<file path="config.mk">
export PLATFORM = sky130hd
export DESIGN_NAME = regfile_mp_sb
export DESIGN_NICKNAME = d
export VERILOG_FILES = /design/src/rtl/regfile_mp_sb.sv
export SDC_FILE = /design/constraint.sdc
export NUM_CORES = 2
export LEC_CHECK = 0
export BUFFER_PORTS_ARGS = -buffer_cell sky130_fd_sc_hd__buf_2
export CAP_MARGIN = 25
export CORE_AREA = 2 2 519 418
export DETAILED_ROUTE_END_ITERATION = 10
export DIE_AREA = 0 0 521 420
export PLACE_DENSITY = 0.44
export SLEW_MARGIN = 20
export SYNTH_ARGS = -nofsm -noshare
export SYNTH_HDL_FRONTEND = slang
export SYNTH_SLANG_ARGS = --single-unit
export TNS_END_PERCENT = 30
</file>
<file path="constraint.sdc">
create_clock -name clk -period 2.9 [get_ports clk]
set_input_delay 0.29 -clock clk [delete_from_list [all_inputs] [get_ports clk]]
set_output_delay 0.29 -clock clk [all_outputs]
set_load 0.01 [all_outputs]
</file>
<file path="src/rtl/regfile_mp_sb.sv">
`default_nettype none
// ============================================================================
//  Module      : regfile_mp_sb
//  Description : Multi-port integer register file with a per-register busy
//                scoreboard. Optional macro RF_WR_BYPASS_EN forwards
//                same-cycle write data to the read ports.
//  Revision    : 1.0  initial release
// ============================================================================
module regfile_mp_sb #(
    parameter int DATA_W = 32,
    parameter int ADDR_W = 5,
    parameter int NRD    = 2,
    parameter int NWR    = 2
) (
    input  logic                      clk,
    input  logic                      rst_n,
    input  logic [NRD*ADDR_W-1:0]     ra,
    output logic [NRD*DATA_W-1:0]     rd_data,
    output logic [NRD-1:0]            rd_busy,
    input  logic [NWR-1:0]            we,
    input  logic [NWR*ADDR_W-1:0]     wa,
    input  logic [NWR*DATA_W-1:0]     wd,
    input  logic                      iss_valid,
    input  logic [ADDR_W-1:0]         iss_rd,
    input  logic                      flush,
    output logic [(1<<ADDR_W)-1:0]    busy_vec
);

    localparam int c_NREG = 1 << ADDR_W;

    logic [DATA_W-1:0] r_regs [c_NREG];
    logic [c_NREG-1:0] r_busy;

    logic [c_NREG-1:0] w_wr_hit;
    logic [DATA_W-1:0] w_wr_val [c_NREG];
    logic [c_NREG-1:0] w_busy_nxt;

    // Ascending port scan: a later (higher-index) port overwrites an earlier one.
    always_comb begin : write_decode
        for (int k = 0; k < c_NREG; k++) begin
            w_wr_hit[k] = 1'b0;
            w_wr_val[k] = '0;
        end
        for (int j = 0; j < NWR; j++) begin
            if (we[j]) begin
                w_wr_hit[wa[j*ADDR_W +: ADDR_W]] = 1'b1;
                w_wr_val[wa[j*ADDR_W +: ADDR_W]] = wd[j*DATA_W +: DATA_W];
            end
        end
        w_wr_hit[0] = 1'b0;
    end

    // Issue set is applied after write clears so it wins on the same register.
    always_comb begin : busy_next
        w_busy_nxt = r_busy;
        if (flush) begin
            w_busy_nxt = '0;
        end else begin
            for (int j = 0; j < NWR; j++) begin
                if (we[j]) begin
                    w_busy_nxt[wa[j*ADDR_W +: ADDR_W]] = 1'b0;
                end
            end
            if (iss_valid) begin
                w_busy_nxt[iss_rd] = 1'b1;
            end
        end
        w_busy_nxt[0] = 1'b0;
    end

    always_ff @(posedge clk or negedge rst_n) begin
        if (!rst_n) begin
            for (int k = 0; k < c_NREG; k++) begin
                r_regs[k] <= '0;
            end
            r_busy <= '0;
        end else begin
            for (int k = 0; k < c_NREG; k++) begin
                if (w_wr_hit[k]) begin
                    r_regs[k] <= w_wr_val[k];
                end
            end
            r_busy <= w_busy_nxt;
        end
    end

    assign busy_vec = r_busy;

    // r0 is never written, so a plain array lookup already reads zero for it.
    for (genvar i = 0; i < NRD; i++) begin : g_rd
        logic [ADDR_W-1:0] w_ra;
        logic [DATA_W-1:0] w_data;
        logic              w_busy;

        assign w_ra = ra[i*ADDR_W +: ADDR_W];

`ifdef RF_WR_BYPASS_EN
        always_comb begin
            w_data = r_regs[w_ra];
            w_busy = r_busy[w_ra];
            for (int j = 0; j < NWR; j++) begin
                if (we[j] && (wa[j*ADDR_W +: ADDR_W] == w_ra) && (w_ra != '0)) begin
                    w_data = wd[j*DATA_W +: DATA_W];
                    w_busy = 1'b0;
                end
            end
        end
`else
        assign w_data = r_regs[w_ra];
        assign w_busy = r_busy[w_ra];
`endif

        assign rd_data[i*DATA_W +: DATA_W] = w_data;
        assign rd_busy[i]                  = w_busy;
    end

endmodule
`default_nettype wire

</file>
==> out/qor.csv <==
stage,metric,value,unit
worst_setup_path,worstPathCellList,"mux4_2, a22o_1, o21ai_2, o31ai_2, buf_2",
sta,fin_skew,0,ns
clocking,cts_sinks,1023,
layout,areaGrowthSynthToFinish,16.38,%
sta,tightest_slew,1.080,ns
sta,layout_min_cycle_time,2.927,ns
clocking,cts_tree,yes,
drt,route.met3.wl,23.21,mm
floorplan,start_util,29.92,%
worst_setup_path,cp_data_required_time,2.61,ns
drt,vias_per_cell,5.827,
layout,regArea,0.02560,mm2
placement,port_buffers,191,
sta,whs,0.05451,ns
min_path,hold_start,wd[62],
sta,max-slew-margin-rel,28.01,%
outcome,violations,setup timing,
clocking,cts_root_buf,clkbuf_16,
drt,drtIter0Drc,5998,
worst_setup_path,reg2reg_slack,1.52,ns
pwr,switching_share,32.22,%
synthesis,synthArstFlopShare,100.0,%
grt,antenna_found_initial,18,
floorplan,die-height,420,um
sta,setup_violations,1,
grt,grt_overflow,0,
synthesis,ys_seq_elements,1023,
synthesis,yosysMostFrequentCell,nand2_1,
synthesis,yosysTopAreaCell,dfrtp_1,
floorplan,die_w,521,um
pwr,vdd_drop_max,0.5135,mV
synthesis,syn_inst,6494,
sta,drv_slew,0,
grt,grt_pass1_vias,52060,
clocking,htreeDepth,3,
placement,place_worst_setup_slack,0.006443,ns
sta,fin_ws,-0.02656,ns
sta,max_freq,341.7,MHz
worst_setup_path,path_max_fanout,3,
synthesis,yosysSeqAreaShare,40.06,%
drt,drc_errors,0,
min_path,hold_class,in2reg,
synthesis,syn_nets,6589,
worst_setup_path,r2r_cells,3,
sta,hold_viol_final,0,
worst_setup_path,cp-start-kind,flip-flop,
placement,dp.cells,9103,
drt,firstDrtPassIters,6,
drt,ant_nets,0,
pwr,power_density,666.4,mW/mm2
sta,fin_crit_sh,100.9,%
drt,wire_per_inst,32.20,um
worst_setup_path,cp-end-kind,primary output,
layout,fin_util,34.82,%
clocking,cts_made_buffers,117,
drt,route.met2.wl,136.8,mm
grt,grt_pass1_wl,422.5,mm
worst_setup_path,cp_top_family,compound AO/OA/AOI/OAI gates,
synthesis,yosys-top-cells-area,"dfrtp_1, mux4_2, mux2i_1",
clocking,clock_path_buffers,3,
pwr,clock_power_share,32.3,%
drt,vias,54420,
synthesis,yosysWarnings,0,
synthesis,synthDistinctLibCells,39,
clocking,clock_latency,0.78,ns
synthesis,syn_area,0.06390,mm2
layout,drive_gt1_share,20.51,%
worst_setup_path,slowest_delay,0.47,ns
floorplan,boundaryPins,193,
synthesis,synth_enable_flop_cells,0,
drt,wl_met1,129.2,mm
synthesis,ys.flop_type,dfrtp_1,
pwr,p_leak,33.15,nW
floorplan,row_count,152,
job,drv_cap,0,
pwr,switchingPower,0.01597,W
drt,top_layer,met5,
grt,grt_max_degree,121,
outcome,status,"complete, but fails checks",
min_path,min_path_cells,3,
layout,fin_cells,9340,
drt,totalWireLength,300.8,mm
worst_setup_path,r2r_start,busy_vec[25],
layout,nets,6481,
sta,rsz0062_at_grt,true,
clocking,clkTransAtPathRegs,0.07,ns
synthesis,synth.avg_cell_area,9.839,um2
layout,n_fill_cell,21220,
synthesis,yosysTopAreaCellShare,40.06,%
placement,gp_congestion,0.8568,
pwr,pwr-share-seq,42.5,%
synthesis,synth.cells.most_frequent,"nand2_1, dfrtp_1, mux2i_1, nor2_1, clkbuf_1",
min_path,whs_endpoint,r_regs[990],
worst_setup_path,r2r_end,busy_vec[25],
pwr,p_comb_share,25.2,%
worst_setup_path,criticalPathCategory,reg2out,
grt,grt_usage,27.01,%
layout,multiInputGateArea,0.03581,mm2
floorplan,dieArea,0.2188,mm2
pwr,p_int,0.03359,W
floorplan,core_area,0.2136,mm2
worst_setup_path,crit_buf_inv,1,
worst_setup_path,critPathSlowestCell,mux4_2,
worst_setup_path,worstPathArrival,2.64,ns
placement,place_hpwl,185.7,mm
tightest hold or removal path, cell delays in order:
cell and delay, ns:
buf_2 0.30, nand2_1 0.13, o21ai_1 0.06
cells by family after synthesis:
group                  synth area share (%)
AOI/OAI and AO/OA                     14.25
buffers and inverters                 5.148
DFF                                   40.06
muxes                                 28.75
other                              0.005869
and+or+nand+nor                       11.78
sequential cells by signal, indices dropped and copies added (netlist names):
name and cells:
r_regs 992, busy_vec 31
stage by stage:
step | setup TNS (ns) | power [W] | area (um2)
6_report | -0.02656 | 0.04956 | 74360
5_1_grt | -0.2833 | 0.05193 | 74350
4_1_cts | -0.1834 | 0.04961 | 74230
3_5_place_dp | 0 | 0.03338 | 69930
3_3_place_gp | -0.01953 | 0.03306 | 69930
2_1_floorplan | 0 | 0.02892 | 63900
timing repair:
action | 4_1_cts | 5_1_grt
setup endpoints to repair | 26 | 27
hold buffers | 13 | 0
setup buffers | 0 | 2
pin swaps | 3 | 5
gates resized for setup | 37 | 22
hold endpoints to repair | 807 | 0
cell usage in the layout (no fill, tap or decap), types with 32 or more instances in the layout:
cell type,instances
a211oi_1,52
a21oi_1,192
and2_1,66
nor2_1,547
clkbuf_16,118
dfrtp_1,1023
buf_4,201
o21ai_1,56
a22o_1,197
a31oi_1,320
nand2_1,1144
mux4_2,396
o31ai_1,54
o21ai_0,468
buf_12,136
o22ai_1,66
clkinv_2,32
mux2i_1,869
mux2_2,66
buf_2,180
worst max-delay path by stage:
stage	start	endpoint	slack (ns)	cells past startpoint
floorplan	ra[0]	rd_busy[0]	0.71	8
global placement	ra[5]	rd_data[52]	-0.02	9
detailed placement	ra[5]	rd_data[52]	0.006	9
CTS	r_regs[84]	rd_data[52]	-0.04	6
global route	r_regs[76]	rd_data[44]	-0.05	5
finish	r_regs[69]	rd_data[37]	-0.03	5
cell type report:
cell class	count	area share [%]
multi-input cells	4704	48.15
clock inverters	51	0.7774
diodes	5	0.01683
inverters	2	0.01010
clock buffers	168	4.600
repair buffers	538	7.223
well taps	2849	4.794
flip-flops and latches	1023	34.43
power by group through the flow:
stage	registers [W]	logic, W	clock network, W
2_1_floorplan	0.0200	0.00894	0
3_3_place_gp	0.0210	0.0120	0
3_5_place_dp	0.0211	0.0123	0
4_1_cts	0.0209	0.0124	0.0163
5_1_grt	0.0215	0.0136	0.0169
6_report	0.0210	0.0125	0.0160
per-layer routing:
layer	global-route usage (%)	vias up
li1	-	23280
met2	42.45	2594
met3	5.323	533
met5	0	-
met4	8.949	8
met1	37.16	28010
Power figures use the tool's default switching activity.
